[config.mk]
export PLATFORM = sky130hd
export DESIGN_NAME = fetch_seq_ctrl
export DESIGN_NICKNAME = d
export VERILOG_FILES = /design/src/rtl/fetch_seq_ctrl_pkg.sv /design/src/rtl/fetch_seq_ctrl_redirect_sel.sv /design/src/rtl/fetch_seq_ctrl.sv
export SDC_FILE = /design/constraint.sdc
export NUM_CORES = 1
export LEC_CHECK = 0
export BUFFER_PORTS_ARGS = -buffer_cell sky130_fd_sc_hd__buf_2
export CORE_MARGIN = 3
export CORE_UTILIZATION = 42
export DETAILED_ROUTE_END_ITERATION = 10
export MAX_ROUTING_LAYER = met4
export PLACE_DENSITY_LB_ADDON = 0.2
export SLEW_MARGIN = 20
export SYNTH_ARGS = -nofsm -noshare
export SYNTH_HDL_FRONTEND = slang
export SYNTH_HIERARCHICAL = 1
export SYNTH_SLANG_ARGS = --single-unit
export TNS_END_PERCENT = 5
[constraint.sdc]
create_clock -name clk -period 2.14 [get_ports clk]
set_input_delay 0.107 -clock clk [delete_from_list [all_inputs] [get_ports clk]]
set_output_delay 0.107 -clock clk [all_outputs]
set_load 0.05 [all_outputs]
[src/rtl/fetch_seq_ctrl_pkg.sv]
// Shared types and constants for the instruction fetch sequencer.
package fetch_seq_ctrl_pkg;

    typedef enum logic [1:0] {
        ST_REQ  = 2'd0,
        ST_WAIT = 2'd1,
        ST_HOLD = 2'd2
    } fetch_state_e;

    localparam logic [31:0] RESET_PC_DEFAULT = 32'hBFC0_0000;
    localparam logic [31:0] PC_INCR          = 32'd4;

    // Sequential successor; the 32-bit add wraps naturally at the top of memory.
    function automatic logic [31:0] next_seq_pc(input logic [31:0] pc);
        return pc + PC_INCR;
    endfunction

endpackage

[src/rtl/fetch_seq_ctrl_redirect_sel.sv]
// Picks the winning redirect among the four sources (ex > jr > j > br).
module redirect_sel
    import fetch_seq_ctrl_pkg::*;
(
    input  logic        ex_taken,
    input  logic        jr_taken,
    input  logic        j_taken,
    input  logic        br_taken,
    input  logic [31:0] ex_target,
    input  logic [31:0] jr_target,
    input  logic [31:0] j_target,
    input  logic [31:0] br_target,
    output logic        taken,
    output logic [31:0] target
);

    always_comb begin
        taken  = ex_taken | jr_taken | j_taken | br_taken;
        target = br_target;
        if (ex_taken) begin
            target = ex_target;
        end else if (jr_taken) begin
            target = jr_target;
        end else if (j_taken) begin
            target = j_target;
        end
    end

endmodule

[src/rtl/fetch_seq_ctrl.sv]
// Instruction fetch sequencer: one outstanding memory request, redirect and
// cancel handling, and a single held entry presented to decode.
module fetch_seq_ctrl
    import fetch_seq_ctrl_pkg::*;
#(
    parameter logic [31:0] RESET_PC = RESET_PC_DEFAULT
) (
    input  logic        clk,
    input  logic        reset,
    input  logic        ex_taken,
    input  logic        jr_taken,
    input  logic        j_taken,
    input  logic        br_taken,
    input  logic [31:0] ex_target,
    input  logic [31:0] jr_target,
    input  logic [31:0] j_target,
    input  logic [31:0] br_target,
    output logic        inst_req,
    output logic [31:0] inst_addr,
    input  logic        inst_addr_ok,
    input  logic        inst_data_ok,
    input  logic [31:0] inst_rdata,
    output logic        if_valid_out,
    output logic [31:0] if_pc_out,
    output logic [31:0] if_inst_out,
    output logic        if_adel_out,
    input  logic        if_allow_out
);

    fetch_state_e state_q, state_d;
    logic [31:0]  fetch_pc_q, fetch_pc_d;
    logic         cancel_q, cancel_d;
    logic [31:0]  inst_q, inst_d;
    logic         adel_q, adel_d;

    logic         redir_taken;
    logic [31:0]  redir_target;
    logic         pc_aligned;
    logic         issue;

    redirect_sel u_redirect_sel (
        .ex_taken  (ex_taken),
        .jr_taken  (jr_taken),
        .j_taken   (j_taken),
        .br_taken  (br_taken),
        .ex_target (ex_target),
        .jr_target (jr_target),
        .j_target  (j_target),
        .br_target (br_target),
        .taken     (redir_taken),
        .target    (redir_target)
    );

    assign pc_aligned = (fetch_pc_q[1:0] == 2'b00);

    // No new request while a response abandoned by reset is still due back.
    assign issue = (state_q == ST_REQ) && pc_aligned && !cancel_q && !reset;

    always_comb begin
        state_d    = state_q;
        fetch_pc_d = fetch_pc_q;
        cancel_d   = cancel_q;
        inst_d     = inst_q;
        adel_d     = adel_q;

        unique case (state_q)
            ST_REQ: begin
                if (cancel_q && inst_data_ok) begin
                    cancel_d = 1'b0;
                end
                if (redir_taken) begin
                    fetch_pc_d = redir_target;
                    if (issue && inst_addr_ok) begin
                        state_d  = ST_WAIT;
                        cancel_d = 1'b1;
                    end
                end else if (!pc_aligned) begin
                    state_d = ST_HOLD;
                    inst_d  = '0;
                    adel_d  = 1'b1;
                end else if (issue && inst_addr_ok) begin
                    state_d = ST_WAIT;
                end
            end

            ST_WAIT: begin
                if (redir_taken) begin
                    fetch_pc_d = redir_target;
                end
                // A response coinciding with a redirect is already stale.
                if (inst_data_ok) begin
                    if (cancel_q || redir_taken) begin
                        state_d  = ST_REQ;
                        cancel_d = 1'b0;
                    end else begin
                        state_d = ST_HOLD;
                        inst_d  = inst_rdata;
                        adel_d  = 1'b0;
                    end
                end else if (redir_taken) begin
                    cancel_d = 1'b1;
                end
            end

            ST_HOLD: begin
                if (cancel_q && inst_data_ok) begin
                    cancel_d = 1'b0;
                end
                if (redir_taken) begin
                    fetch_pc_d = redir_target;
                    state_d    = ST_REQ;
                end else if (if_allow_out) begin
                    fetch_pc_d = next_seq_pc(fetch_pc_q);
                    state_d    = ST_REQ;
                end
            end

            default: begin
                state_d = ST_REQ;
            end
        endcase
    end

    // Reset out of WAIT leaves a response in flight, so cancel is armed to eat it.
    always_ff @(posedge clk) begin
        if (reset) begin
            state_q    <= ST_REQ;
            fetch_pc_q <= RESET_PC;
            cancel_q   <= (state_q == ST_WAIT);
            inst_q     <= '0;
            adel_q     <= 1'b0;
        end else begin
            state_q    <= state_d;
            fetch_pc_q <= fetch_pc_d;
            cancel_q   <= cancel_d;
            inst_q     <= inst_d;
            adel_q     <= adel_d;
        end
    end

    assign inst_req     = issue;
    assign inst_addr    = fetch_pc_q;
    assign if_valid_out = (state_q == ST_HOLD) && !reset;
    assign if_pc_out    = reset ? RESET_PC : fetch_pc_q;
    assign if_inst_out  = if_valid_out ? inst_q : 32'h0000_0000;
    assign if_adel_out  = if_valid_out && adel_q;

endmodule
# Word-level counts from Yosys, hierarchy flattened

Cells that the tools add are included.

Register bits after elaboration: 68
Bits of input ports: 169
Output and inout port bits: 99
Logic and storage cells: 74

Add/sub/neg operators: 1
Eq/ne operators: 10
Multiplexer cells: 35
Bitwise gates (word level): 3
Reductions and logical operators: 20

Operators with widths:

| cell                                                                   | count |
|---|---|
| 32-bit 2-to-1 mux                                                      | 12 |
| 32-bit case mux with 2 select lines                                    | 2 |
| 32-bit by 3-bit adder with 32-bit output (second input constant)       | 1 |
| 2-bit 2-to-1 mux                                                       | 7 |
| 1-bit 2-to-1 mux                                                       | 11 |
| 2-bit != test (second input constant)                                  | 4 |
| 4-bit != test (second input constant)                                  | 2 |
| 1-bit logical AND                                                      | 7 |
| 2-bit case mux with 3 select lines                                     | 1 |
| 3-bit AND reduction                                                    | 2 |
| 5-bit AND reduction                                                    | 1 |
| 2-bit logical NOT                                                      | 2 |
| 2-bit nonzero test                                                     | 2 |
| 4-bit nonzero test                                                     | 1 |
| 3-bit != test (second input constant)                                  | 1 |
| 1-bit OR                                                               | 3 |
| 1-bit case mux with 3 select lines                                     | 1 |
| 2-bit by 1-bit equality test with 1-bit output (second input constant) | 1 |
| 2-bit equality test (second input constant)                            | 1 |
| 1-bit logical NOT                                                      | 2 |
| 2-bit by 1-bit != test with 1-bit output (second input constant)       | 1 |
| 1-bit case mux with 2 select lines                                     | 1 |
| 2-bit AND reduction                                                    | 1 |
| 2-bit OR reduction                                                     | 1 |
| 1-bit logical OR                                                       | 1 |

# Logic depth before layout (Yosys ltp)

Depth after elaboration: 9
Gate-level depth with buffers: 10
Depth with buffers taken out: 7

# Hierarchy

Netlist, hierarchy kept.

By module, submodules not included:

| module         | instances | cells each | area each (um^2) | sequential area each (um^2) |
|---|---|---|---|---|
| fetch_seq_ctrl | 1         | 551        | 4001.3           | 1371.3 |
| redirect_sel   | 1         | 147        | 1310.0           | 0.0 |

# Least setup slack after synthesis

Ideal clock, no wire load.

Kind: reg-to-reg
Start point: register fetch_pc_q[2], in the netlist inst_addr[2]
End point: register fetch_pc_q[26], in the netlist inst_addr[26]
Setup time: 0.087 ns
Arrival time: 2.378 ns
Data required time: 2.053 ns
Path slack: -0.325 ns
Stages on the path, launching flop included: 8
Buffers on the path: 1
Period minus slack after synthesis: 2.465 ns
Path through: dfxtp_1 -> ha_1 -> and4_1 -> nand3_1 -> clkbuf_1 -> nor4_1 -> mux2_2 -> o31ai_1

Word-level cells in the longest chain between the ends: 4

RTL lines:

| what                                     | line                     | source |
|---|---|---|
| from (decl)                              | fetch_seq_ctrl.sv:31     | `logic [31:0] fetch_pc_q, fetch_pc_d;` |
| from (signal assigned)                   | fetch_seq_ctrl.sv:134    | `fetch_pc_q <= fetch_pc_d;` |
| 32-bit by 3-bit adder with 32-bit output | fetch_seq_ctrl_pkg.sv:15 | `return pc + PC_INCR;` |
| 32-bit 2-to-1 mux                        | fetch_seq_ctrl.sv:112    | `end else if (if_allow_out) begin` |
| 32-bit 2-to-1 mux                        | fetch_seq_ctrl.sv:109    | `if (redir_taken) begin` |
| 32-bit case mux with 2 select lines      | fetch_seq_ctrl.sv:66     | `unique case (state_q)` |

Every way passes these cells. The select of a mux whose other input is x is not followed.
A chain may end at the register's enable or synchronous reset.

# Final worst setup path

Start point: register fetch_pc_q[11], in the netlist inst_addr[11]
End point: register fetch_pc_q[31], in the netlist inst_addr[31]

The elaborated chain is that of the path after synthesis.

==> reports/metrics.yaml <==
outcome: "complete, no violations"
cp_data_arrival_time_ns: 2.31
io_buffers: 267
ctsLongestPathBuffers: 2
drt_first_pass_iters: 4
cts_tree: "done"
async_flop_share_pct: 0
start_util_pct: 43.7
clk_pin_slew_ns: 0.06
core_um2: 12200
syn_area_um2: 5310
ys_seq_area_share_pct: 25.8
drt-vias-per-instance: 5.26
grt_setup_unrepaired: "yes"
synthMuxAreaShare_pct: 7.26
routed_wl_um: 17600
grt_max_degree: 43
mostFrequentLayoutCells: "buf_2 (266), nand2_1 (70), a21oi_1 (65)"
ys_warn_count: 6
power.density_nw_per_um2: 544
leakagePower_nw: 3.24
seq_power_share_pct: 35.6
drive_gt1_share_pct: 41.3
synth_flop_cell: "dfxtp_1"
synth-adder-area-share_pct: 1.18
critPathCaptureType: "flip-flop"
numCtsBuffers: 9
gp_congestion: 0.874
grt_pass1_wl_um: 27900
dieArea_um2: 14000
drv_cap: 0
via_count: 5958
diodes: 0
finalCriticalPeriod_ns: 2.06
worst-setup-path-type: "reg2reg"
hold_buffers: 0
gr-usage-all-layers_pct: 24.6
final_common_cell: "buf_2"
syn_area_per_cell_um2: 7.61
first_global_vias: 5576
setup_viol: 0
post-cts-setup-buffers: 0
pin_count: 268
grt_overflow: 0
syn_nets: 872
rows: 40
synth_edf_count: 1
nets: 1133
maxSlewViolCount: 0
cts_resized: 0
power.internal_mw: 2.58
hpwl_um: 13300
tightest_slew_ns: 0.521
fmax_mhz: 485
p_total_mw: 3.96
die_y_um: 118
fin_cells: 1132
first_iter_violations: 404
cts_root_buffer: "clkbuf_16"
r2r_slack_ns: 0.08
antenna_found_initial: 0
required_ns: 2.39
synthDistinctLibCells: 61
crit_fanout: 9
fin_skew_ns: 0.00817
synthToLayoutAreaGrowth_pct: 37.3
drc: 0
cp-start-kind: "flip-flop"
yosys.area_share.simple_pct: 35.8
finalCritPeriodShare_pct: 96.3
p_sw_share_pct: 34.8
synth_compound_area_share_pct: 22.9
combinationalPowerShare_pct: 29.5
clk_latency_ns: 0.33
netSwitchingPower_mw: 1.38
die_w_um: 118
post-route-util_pct: 60.0
dp_cells: 1116
yosys_register_bits: 68
slew_headroom_pct: 65.2
hold_viol: 0
post_synth_xor_area_fraction_pct: 0.165
hold_path_class: "in2reg"
cts_sinks: 68
final_antenna_net_count: 0
wl_per_cell_um: 15.6
clockPowerShare_pct: 34.9
peakVddDrop_v: 0.000603
cts.htree.levels: 3
synth_top_family_by_area: "simple AND/OR/NAND/NOR gates"
synthCells: 698
metrics by stage:
step / hold slack (ns) / instance area (um2) / setup WS [ns] / TNS (ns)
2_1_floorplan: 0.274 / 5340 / -0.0912 / -0.308
3_3_place_gp: 0.385 / 6980 / 0.0748 / 0
3_5_place_dp: 0.386 / 6980 / 0.0468 / 0
4_1_cts: 0.0359 / 7260 / 0.0359 / 0
5_1_grt: 0.0449 / 7290 / -0.0139 / -0.0139
6_report: 0.0438 / 7290 / 0.0802 / 0
registers in the layout, indices dropped and copies added, names as in the netlist:
name	flops
inst_q	32
inst_addr	32
adel_q	1
state_q	2
cancel_q	1
cell type report:
cell class | instances | area, um2
clock buffers | 10 | 239
flip-flops and latches | 68 | 1400
fillers | 1185 | 4870
well taps | 168 | 210
clock inverters | 6 | 40.0
inverters | 13 | 48.8
multi-input cells | 557 | 3620
repair buffers | 310 | 1740
power groups by stage:
stage               Combinational, mW  Clock (mW)  Sequential (mW)
floorplan                       0.605           0             1.60
global placement                 1.17           0             1.43
detailed placement               1.17           0             1.44
CTS                              1.17        1.42             1.41
global route                     1.26        1.46             1.42
finish                           1.17        1.39             1.41
cells in the mapped netlist, drive strengths merged, types with 12 or more instances:
cell	n	area, um2
nor2b	51	319
clkbuf	40	150
a21oi	65	325
buf	20	164
nor3b	33	248
inv	13	48.8
a211oi	36	420
nor4	12	90.1
nand2	70	263
dfxtp	67	1340
nand3	42	210
and2	36	225
nor3	21	105
mux2i	34	340
nor2	43	164
o21ai	21	105
worst max-delay path, stage by stage, from the launching register on:
cell	delay (ns)
dfxtp_2	0.36
and3_1	0.22
or4b_4	0.56
nor4_2	0.30
mux2_2	0.36
o31ai_1	0.17
metal layers:
metal	routed length (um)	vias up	part of all wire [%]	GRT usage (%)
li1	-	3014	-	-
met1	7860	2743	45	31.6
met2	8440	178	48	39.7
met3	939	23	5.3	4.74
met4	363	0	2.1	6.73
met5	0	-	0	-
cell families after synthesis:
logic type | Yosys count
XOR/XNOR | 1
flip-flops | 68
adder cells (fa/ha/maj) | 5
AO/OA/AOI/OAI | 165
buffers and inverters | 73
multiplexers | 38
AND/OR/NAND/NOR | 348
path summary, 6_finish.rpt:
check                  from  cells past startpoint            end
min          inst_rdata[31]                      3     inst_q[31]
min reg2reg      inst_q[19]                      2     inst_q[19]
max reg2reg   inst_addr[11]                      5  inst_addr[31]
max           inst_addr[11]                      5  inst_addr[31]
(Power assumes the default switching activity.)
